--- config.mk ---
export PLATFORM = sky130hd
export DESIGN_NAME = addsub_seq
export DESIGN_NICKNAME = d
export VERILOG_FILES = /design/src/rtl/addsub_seq.sv
export SDC_FILE = /design/constraint.sdc
export NUM_CORES = 1
export LEC_CHECK = 0
export ABC_CLOCK_PERIOD_IN_PS = 3880
export CAP_MARGIN = 20
export CORE_MARGIN = 1
export CORE_UTILIZATION = 48
export DETAILED_ROUTE_END_ITERATION = 6
export PLACE_DENSITY = 0.82
export SYNTH_ARGS = -nofsm -noshare
export SYNTH_HDL_FRONTEND = slang
export SYNTH_SLANG_ARGS = --single-unit
--- constraint.sdc ---
create_clock -name clk -period 3.88 [get_ports clk]
set_clock_uncertainty 0.2 [all_clocks]
set_input_delay 0.388 -clock clk [delete_from_list [all_inputs] [get_ports clk]]
set_output_delay 0.388 -clock clk [all_outputs]
set_load 0.02 [all_outputs]
--- src/rtl/addsub_seq.sv ---
// Multi-byte sequential add/sub: one shared 8-bit slice, LSB byte first.
// Define ADDSUB_SEQ_OVF_EN to build signed-overflow detection; otherwise ovf is 0.
module addsub_seq #(
    parameter int NBYTES = 4
) (
    input  logic                clk,
    input  logic                rst,
    input  logic                start,
    input  logic                sub,
    input  logic [8*NBYTES-1:0] a,
    input  logic [8*NBYTES-1:0] b,
    output logic                busy,
    output logic                done,
    output logic [8*NBYTES-1:0] s,
    output logic                co,
    output logic                ovf
);

    localparam int W  = 8 * NBYTES;
    localparam int IW = (NBYTES > 1) ? $clog2(NBYTES) : 1;
    localparam logic [IW-1:0] LAST = IW'(NBYTES - 1);

    typedef enum logic [1:0] {
        IDLE,
        RUN,
        DONE
    } state_t;

    state_t          state;
    logic [W-1:0]    a_r;
    logic [W-1:0]    b_r;
    logic            sub_r;
    logic [IW-1:0]   idx;
    logic            c;
    logic [W-1:0]    work;

    logic [7:0]      a_byte;
    logic [7:0]      b_eff;
    logic [8:0]      sum;
    logic [W-1:0]    work_nx;

    // Single shared 8-bit slice; the last byte is merged into the result combinationally.
    always_comb begin
        a_byte  = a_r[8*idx +: 8];
        b_eff   = sub_r ? ~b_r[8*idx +: 8] : b_r[8*idx +: 8];
        sum     = {1'b0, a_byte} + {1'b0, b_eff} + {8'b0, c};
        work_nx = work;
        work_nx[8*idx +: 8] = sum[7:0];
    end

    always_ff @(posedge clk or posedge rst) begin
        if (rst) begin
            state <= IDLE;
            a_r   <= '0;
            b_r   <= '0;
            sub_r <= 1'b0;
            idx   <= '0;
            c     <= 1'b0;
            work  <= '0;
            busy  <= 1'b0;
            done  <= 1'b0;
            s     <= '0;
            co    <= 1'b0;
`ifdef ADDSUB_SEQ_OVF_EN
            ovf   <= 1'b0;
`endif
        end else begin
            unique case (state)
                IDLE, DONE: begin
                    done <= 1'b0;
                    if (start) begin
                        state <= RUN;
                        busy  <= 1'b1;
                        a_r   <= a;
                        b_r   <= b;
                        sub_r <= sub;
                        idx   <= '0;
                        c     <= sub;
                    end else begin
                        state <= IDLE;
                    end
                end
                RUN: begin
                    work <= work_nx;
                    c    <= sum[8];
                    if (idx == LAST) begin
                        state <= DONE;
                        busy  <= 1'b0;
                        done  <= 1'b1;
                        s     <= work_nx;
                        co    <= sub_r ^ sum[8];
`ifdef ADDSUB_SEQ_OVF_EN
                        ovf   <= (a_r[W-1] == b_eff[7]) && (sum[7] != a_r[W-1]);
`endif
                    end else begin
                        idx <= idx + 1'b1;
                    end
                end
                default: state <= IDLE;
            endcase
        end
    end

`ifndef ADDSUB_SEQ_OVF_EN
    assign ovf = 1'b0;
`endif

endmodule

==> results.toml, run 1 <==
[outcome]
status = "completed"

[worst_setup_path]
slowest_delay_ns = 0.63
cp_max_fo = 23
cp.required_ns = 3.94
cp-start-kind = "flop"
path_cells = "buf_4 -> mux4_1 -> xor2_1 -> ha_1 -> o21a_1 -> o31a_1 -> nor4_1 -> a311oi_2 -> o21ai_0"
crit_type = "flop to flop"
crit_slowest_cell = "mux4_1"
end_kind = "flop"
arrival_ns = 3.69

[power]
finalPower_mw = 8.45
cellPowerDensity_nw_per_um2 = 1040
vdd.ir_drop.worst_v = 0.000618
cellLeakagePower_nw = 3.92

[placed_design]
place_hpwl_mm = 11.0
gp_congestion = 0.885
dpl.cell_count = 920
portBuffers = 102

[global_route]
grt_usage_pct = 24.2
grt_max_degree = 69
grt_pass1_vias = 5423
overflow = 0
grt_pass1_wl_mm = 26.0
grt_antenna_before_repair = 0

[detailed_routing]
drt_iter0_markers = 563
ant_nets = 0
routed_via_density = 5.47
wl_mm = 15.8
first_pass_iters = 5
vias = 5199
post-route-drc-count = 0
wl_per_cell_um = 16.6

[timing]
fin_crit_ns = 3.62
period_share_pct = 93.4
slew_headroom_pct = 41.8
worst_pin_slew_ns = 0.872
finalSetupViolCount = 0
maxSlewViolCount = 0
rsz0062_at_grt = "no"
finalHoldViolations = 0
fmax_mhz = 276
setup_tns_ns = 0

[clock_network]
cts.clk_slew.worst_paths_ns = 0.06
postCtsSetupRepairBufs = 0
tritoncts = "yes"
htreeDepth = 4
cts_sinks = 137
postCtsHoldBufs = 0
root_buffer = "clkbuf_16"
clock_latency_ns = 0.43
numCtsBuffers = 17
cts_resized = 0
ctsLongestPathBuffers = 2

[synthesis]
ys_warn_count = 0
synth.net_count = 752
netlist_area_sq_um = 6400
synth_cells = 669
avgSynthCellArea_sq_um = 9.56
ys_seq_area_share_pct = 53.6
synth-async-reset-ratio_pct = 100
synth_flop_cell = "dfrtp_1"
yosysUniqueCellTypes = 48
synth_edf_count = 0
ys_ff_latch = 137

[layout]
post-route-util_pct = 63.5
layout.nets = 850
final.fill_count = 1057
n_antenna_cell = 0
final_cell_mix = "nand2_1, dfrtp_1, clkdlybuf4s50_1, o21ai_0, a21oi_1"
regArea_sq_um = 3430
drive_above_1_share_pct = 7.57
final_cells = 951
area_growth_pct = 27.3
multi_input_area_sq_um = 2760
final_common_cell = "nand2_1"

[die]
core_sq_um = 12800
rows = 41
io_pins = 104
start_util_pct = 49.9
dieArea_sq_um = 13800
dieHeight_um = 117
die_w_um = 117

[hold_path]
hp-class = "input pin to asynchronous set/reset pin"

[run]
drv_cap = 0
cell families after synthesis:
logic type	after synthesis	synth area share, %
fa+ha+maj	15	3.17
compound gates	112	10.4
simple gates	324	20.9
buf+inv	47	3.36
other cells	1	0.0586
mux	20	6.61
flops	137	53.6
xor+xnor	13	1.90
worst paths after layout:
kind                       cells after the start  slack, ns      end    from
setup / recovery                               9       0.26    s[13]  idx[0]
hold / removal                                 2       0.24  a_r[28]     rst
setup reg to reg                               9       0.26    s[13]  idx[0]
hold reg to reg                                2       0.27   b_r[0]  b_r[0]
max in group asynchronous                      3       2.32    s[17]     rst
min in group clk                               2       0.27   b_r[0]  b_r[0]
final cells by class:
class	count	area share (%)
Sequential cell	137	42.1
Clock inverter	6	0.768
Inverter	15	0.737
Tap cell	172	2.64
Clock buffer	25	6.33
Timing Repair Buffer	111	13.5
Multi-Input combinational cell	485	33.9
power by group:
part           internal (mW)  total [mW]  switching [mW]
Combinational           1.75        4.46            2.71
Clock                  0.977        1.56           0.586
Sequential              2.04        2.43           0.393
Total                   4.76        8.45            3.69
cells in the mapped netlist (6+ instances only):
| library cell | count | area share, % |
|---|---|---|
| mux4_2 | 10 | 3.5 |
| a22o_1 | 7 | 0.96 |
| and3_1 | 18 | 1.8 |
| mux4_1 | 6 | 2.5 |
| ha_1 | 13 | 2.5 |
| nand2b_1 | 8 | 0.78 |
| a21oi_1 | 31 | 2.4 |
| dfrtp_1 | 137 | 54 |
| clkbuf_1 | 20 | 1.2 |
| nand2_1 | 251 | 15 |
| xor2_1 | 9 | 1.2 |
| nor2_1 | 30 | 1.8 |
| buf_2 | 6 | 0.47 |
| inv_1 | 15 | 0.88 |
| o21ai_0 | 52 | 4.1 |
layer usage:
layer	share of wire, %	track usage [%]
met2	52	42.5
met4	3.3	13.2
met1	40	27.7
met5	0	0
met3	4.9	4.91
flip-flops by register name, indices dropped and copies added, names as in the netlist:
signal,flops
idx,2
co,1
work,32
state,2
b_r,32
done,1
sub_r,1
busy,1
s,32
a_r,32
c,1
critical path, delay by kind of cell (launching register included):
family                     cells  cell delay, ns
xor gates and xnor gates       1            0.18
DFF                            1            0.35
buffers and inverters          1            0.36
adders and majority gates      1            0.40
AOI/OAI and AO/OA              4            1.21
and+or+nand+nor                1            0.12
muxes                          1            0.63
metrics by stage:
stage	hold slack [ns]	worst slack, ns	cell area (sq um)
global route	0.289	0.101	8150
finish	0.244	0.255	8150
global placement	0.252	0.583	7570
floorplan	0.237	0.550	6400
detailed placement	0.257	0.346	7570
CTS	0.259	0.294	8150
Power figures use the tool's default switching activity.
==> inputs of run 2 (changes only) <==
--- a/config.mk
+++ b/config.mk
@@ -5,12 +5,13 @@
 export SDC_FILE = /design/constraint.sdc
 export NUM_CORES = 1
 export LEC_CHECK = 0
+export ABC_AREA = 1
 export ABC_CLOCK_PERIOD_IN_PS = 3880
 export CAP_MARGIN = 20
 export CORE_MARGIN = 1
-export CORE_UTILIZATION = 48
+export CORE_UTILIZATION = 49
 export DETAILED_ROUTE_END_ITERATION = 6
-export PLACE_DENSITY = 0.82
+export PLACE_DENSITY = 0.83
 export SYNTH_ARGS = -nofsm -noshare
 export SYNTH_HDL_FRONTEND = slang
 export SYNTH_SLANG_ARGS = --single-unit
==> run 2 against run 1 <==
Net effect:
- power down 0.76%
- register-to-register slack better by 0.51 ns
- final cell count is 18% higher
- critical path type unchanged
- critical endpoint is now work[14]
- highest routed layer unchanged
==> results.toml, run 2 <==
[synthesis]
netlist_area_sq_um = 6640
synth-async-reset-ratio_pct = 100
ys_ff_latch = 137
synth_top_area_share_pct = 51.7
synthMostInstantiatedCell = "nand2_1"
synth_flop_cell = "dfrtp_1"
synth_area_leader_cell = "dfrtp_1"
ys_seq_area_share_pct = 51.7
synth_common_cells = "nand2_1, dfrtp_1, o21ai_0"
ys_warn_count = 0
yosysUniqueCellTypes = 33
synth_edf_count = 0
synth.area.top_cells = "dfrtp_1, nand2_1, o21ai_0"
synth_cells = 846
avgSynthCellArea_sq_um = 7.84
synth.net_count = 929

[clock_network]
postCtsSetupRepairBufs = 0
numCtsBuffers = 17
clock_latency_ns = 0.42
ctsLongestPathBuffers = 2
cts_sinks = 137
tritoncts = "yes"
cts_resized = 0
postCtsHoldBufs = 0
htreeDepth = 4
cts.clk_slew.worst_paths_ns = 0.06
root_buffer = "clkbuf_16"

[timing]
maxSlewViolCount = 0
fin_crit_ns = 3.11
fin_hold_ws_ns = 0.273
fin_ws_ns = 0.770
finalSetupViolCount = 0
setup_tns_ns = 0
slew_headroom_pct = 32.4
finalHoldViolations = 0
worst_pin_slew_ns = 1.01
rsz0062_at_grt = "no"
period_share_pct = 80.2
fmax_mhz = 322

[power]
p_sw_mw = 3.78
pwr-share-clk_pct = 19.0
seqPwrFrac_pct = 28.2
cell_internal_pwr_mw = 4.60
vdd.ir_drop.worst_v = 0.000608
comb_power_share_pct = 52.8
finalPower_mw = 8.39
power.share.switching_pct = 45.1
cellLeakagePower_nw = 4.26
cellPowerDensity_nw_per_um2 = 1000

[die]
dieArea_sq_um = 14000
dieHeight_um = 118
start_util_pct = 50.1
die_w_um = 118
core_sq_um = 13200
rows = 42
io_pins = 104

[run]
drv_cap = 0

[worst_setup_path]
arrival_ns = 3.27
cp.required_ns = 4.04
rrSetupSlack_ns = 0.77
crit_type = "flop to flop"
rr_startpoint = "idx[0]"
cp_max_fo = 32
end_kind = "flop"
r2r_end = "work[14]"
r2r_cells = 17
cp-start-kind = "flop"

[detailed_routing]
wl_mm = 15.9
routed_via_density = 5.12
wl_per_cell_um = 14.1
first_pass_iters = 5
ant_nets = 0
drt_iter0_markers = 526
post-route-drc-count = 0
vias = 5756

[placed_design]
place_area_sq_um = 7760
pre_cts_slack_ns = 0.825
place_hpwl_mm = 10.8
portBuffers = 102
gp_congestion = 0.966

[layout]
multi_input_area_sq_um = 2800
final_cell_area_sq_um = 8360
n_antenna_cell = 0
final.fill_count = 1121
drive_above_1_share_pct = 6.54
layout.nets = 1018
final_cell_mix = "nand2_1, dfrtp_1, clkdlybuf4s50_1, o21ai_0, inv_1"
area_growth_pct = 25.9
regArea_sq_um = 3430
final_common_cell = "nand2_1"

[hold_path]
hold_start = "s[11]"
hp-class = "flop to flop"
hold_depth = 2
holdPathEnd = "s[11]"

[global_route]
overflow = 0
grt_usage_pct = 24.7
grt_antenna_before_repair = 0
grt_max_degree = 138
grt_pass1_vias = 5692
grt_pass1_wl_mm = 27.1

[outcome]
status = "completed"
run 2: cell types whose count changed in the layout (fill, tap and decap cells not counted), moves of 18 or more:
cell	delta
and3_1	-18
inv_1	+32
a21oi_1	-24
nand2_1	+163
o22ai_1	+23
run 2: layer usage:
layer / vias up / track usage, % / share of wire (%)
li1: 2821 / - / -
met1: 2689 / 33.3 / 44
met2: 217 / 39.2 / 48
met3: 29 / 5.60 / 6.3
met4: 0 / 8.78 / 1.8
met5: - / 0 / 0
run 2: cell type report:
| class | instances | share of cell area (%) |
|---|---|---|
| timing repair buffer | 111 | 13.2 |
| clock buffer | 26 | 6.45 |
| multi-input combinational | 614 | 33.5 |
| clock inverter | 6 | 0.704 |
| tap | 176 | 2.64 |
| sequential | 137 | 41.0 |
| inverter | 54 | 2.47 |
run 2: cells by family (layout without fill, tap and decap cells):
kind of cell,count (synthesis),in the layout,synth area share [%]
AO/OA/AOI/OAI,98,98,8.16
XOR/XNOR,13,13,1.83
adder cells (fa/ha/maj),15,15,3.05
buffers and inverters,95,197,6.15
flip-flops,137,137,51.7
other,1,1,0.0565
AND/OR/NAND/NOR,487,487,29.1
run 2: per-stage QoR:
stage,util [%],cells
after detailed placement,58.6,1092
final,63.1,1124
after CTS,63.1,1124
after global placement,58.6,1092
after global routing,63.1,1124
after floorplan,-,846
run 2: worst max-delay path by stage:
stage	depth (start not counted)	startpoint	slack, ns	end
global route	15	idx[0]	0.44	work[28]
detailed placement	17	idx[0]	0.82	s[30]
finish	17	idx[0]	0.77	work[14]
floorplan	17	idx[0]	0.86	work[4]
CTS	15	idx[0]	0.79	work[28]
global placement	15	idx[0]	0.89	work[28]
run 2: critical path: stages, from the launching register on:
cell	delay, ns
dfrtp_1	0.40
buf_4	0.30
o21ai_0	0.13
nor2_1	0.10
a21oi_1	0.06
fa_1	0.44
fa_1	0.42
inv_1	0.09
nand2_1	0.05
nand2_1	0.08
nand3_1	0.07
nand3_1	0.11
nand3_1	0.12
nor2_1	0.15
nand2_1	0.07
nand2_1	0.08
nand2_1	0.07
nand2_1	0.09
run 2: power by group through the flow:
stage / combinational, mW / sequential, mW / clock, mW
CTS: 4.40 / 2.36 / 1.61
global route: 4.95 / 2.42 / 1.68
finish: 4.43 / 2.37 / 1.59
floorplan: 3.07 / 2.41 / 0
detailed placement: 4.35 / 2.37 / 0
global placement: 4.26 / 2.36 / 0
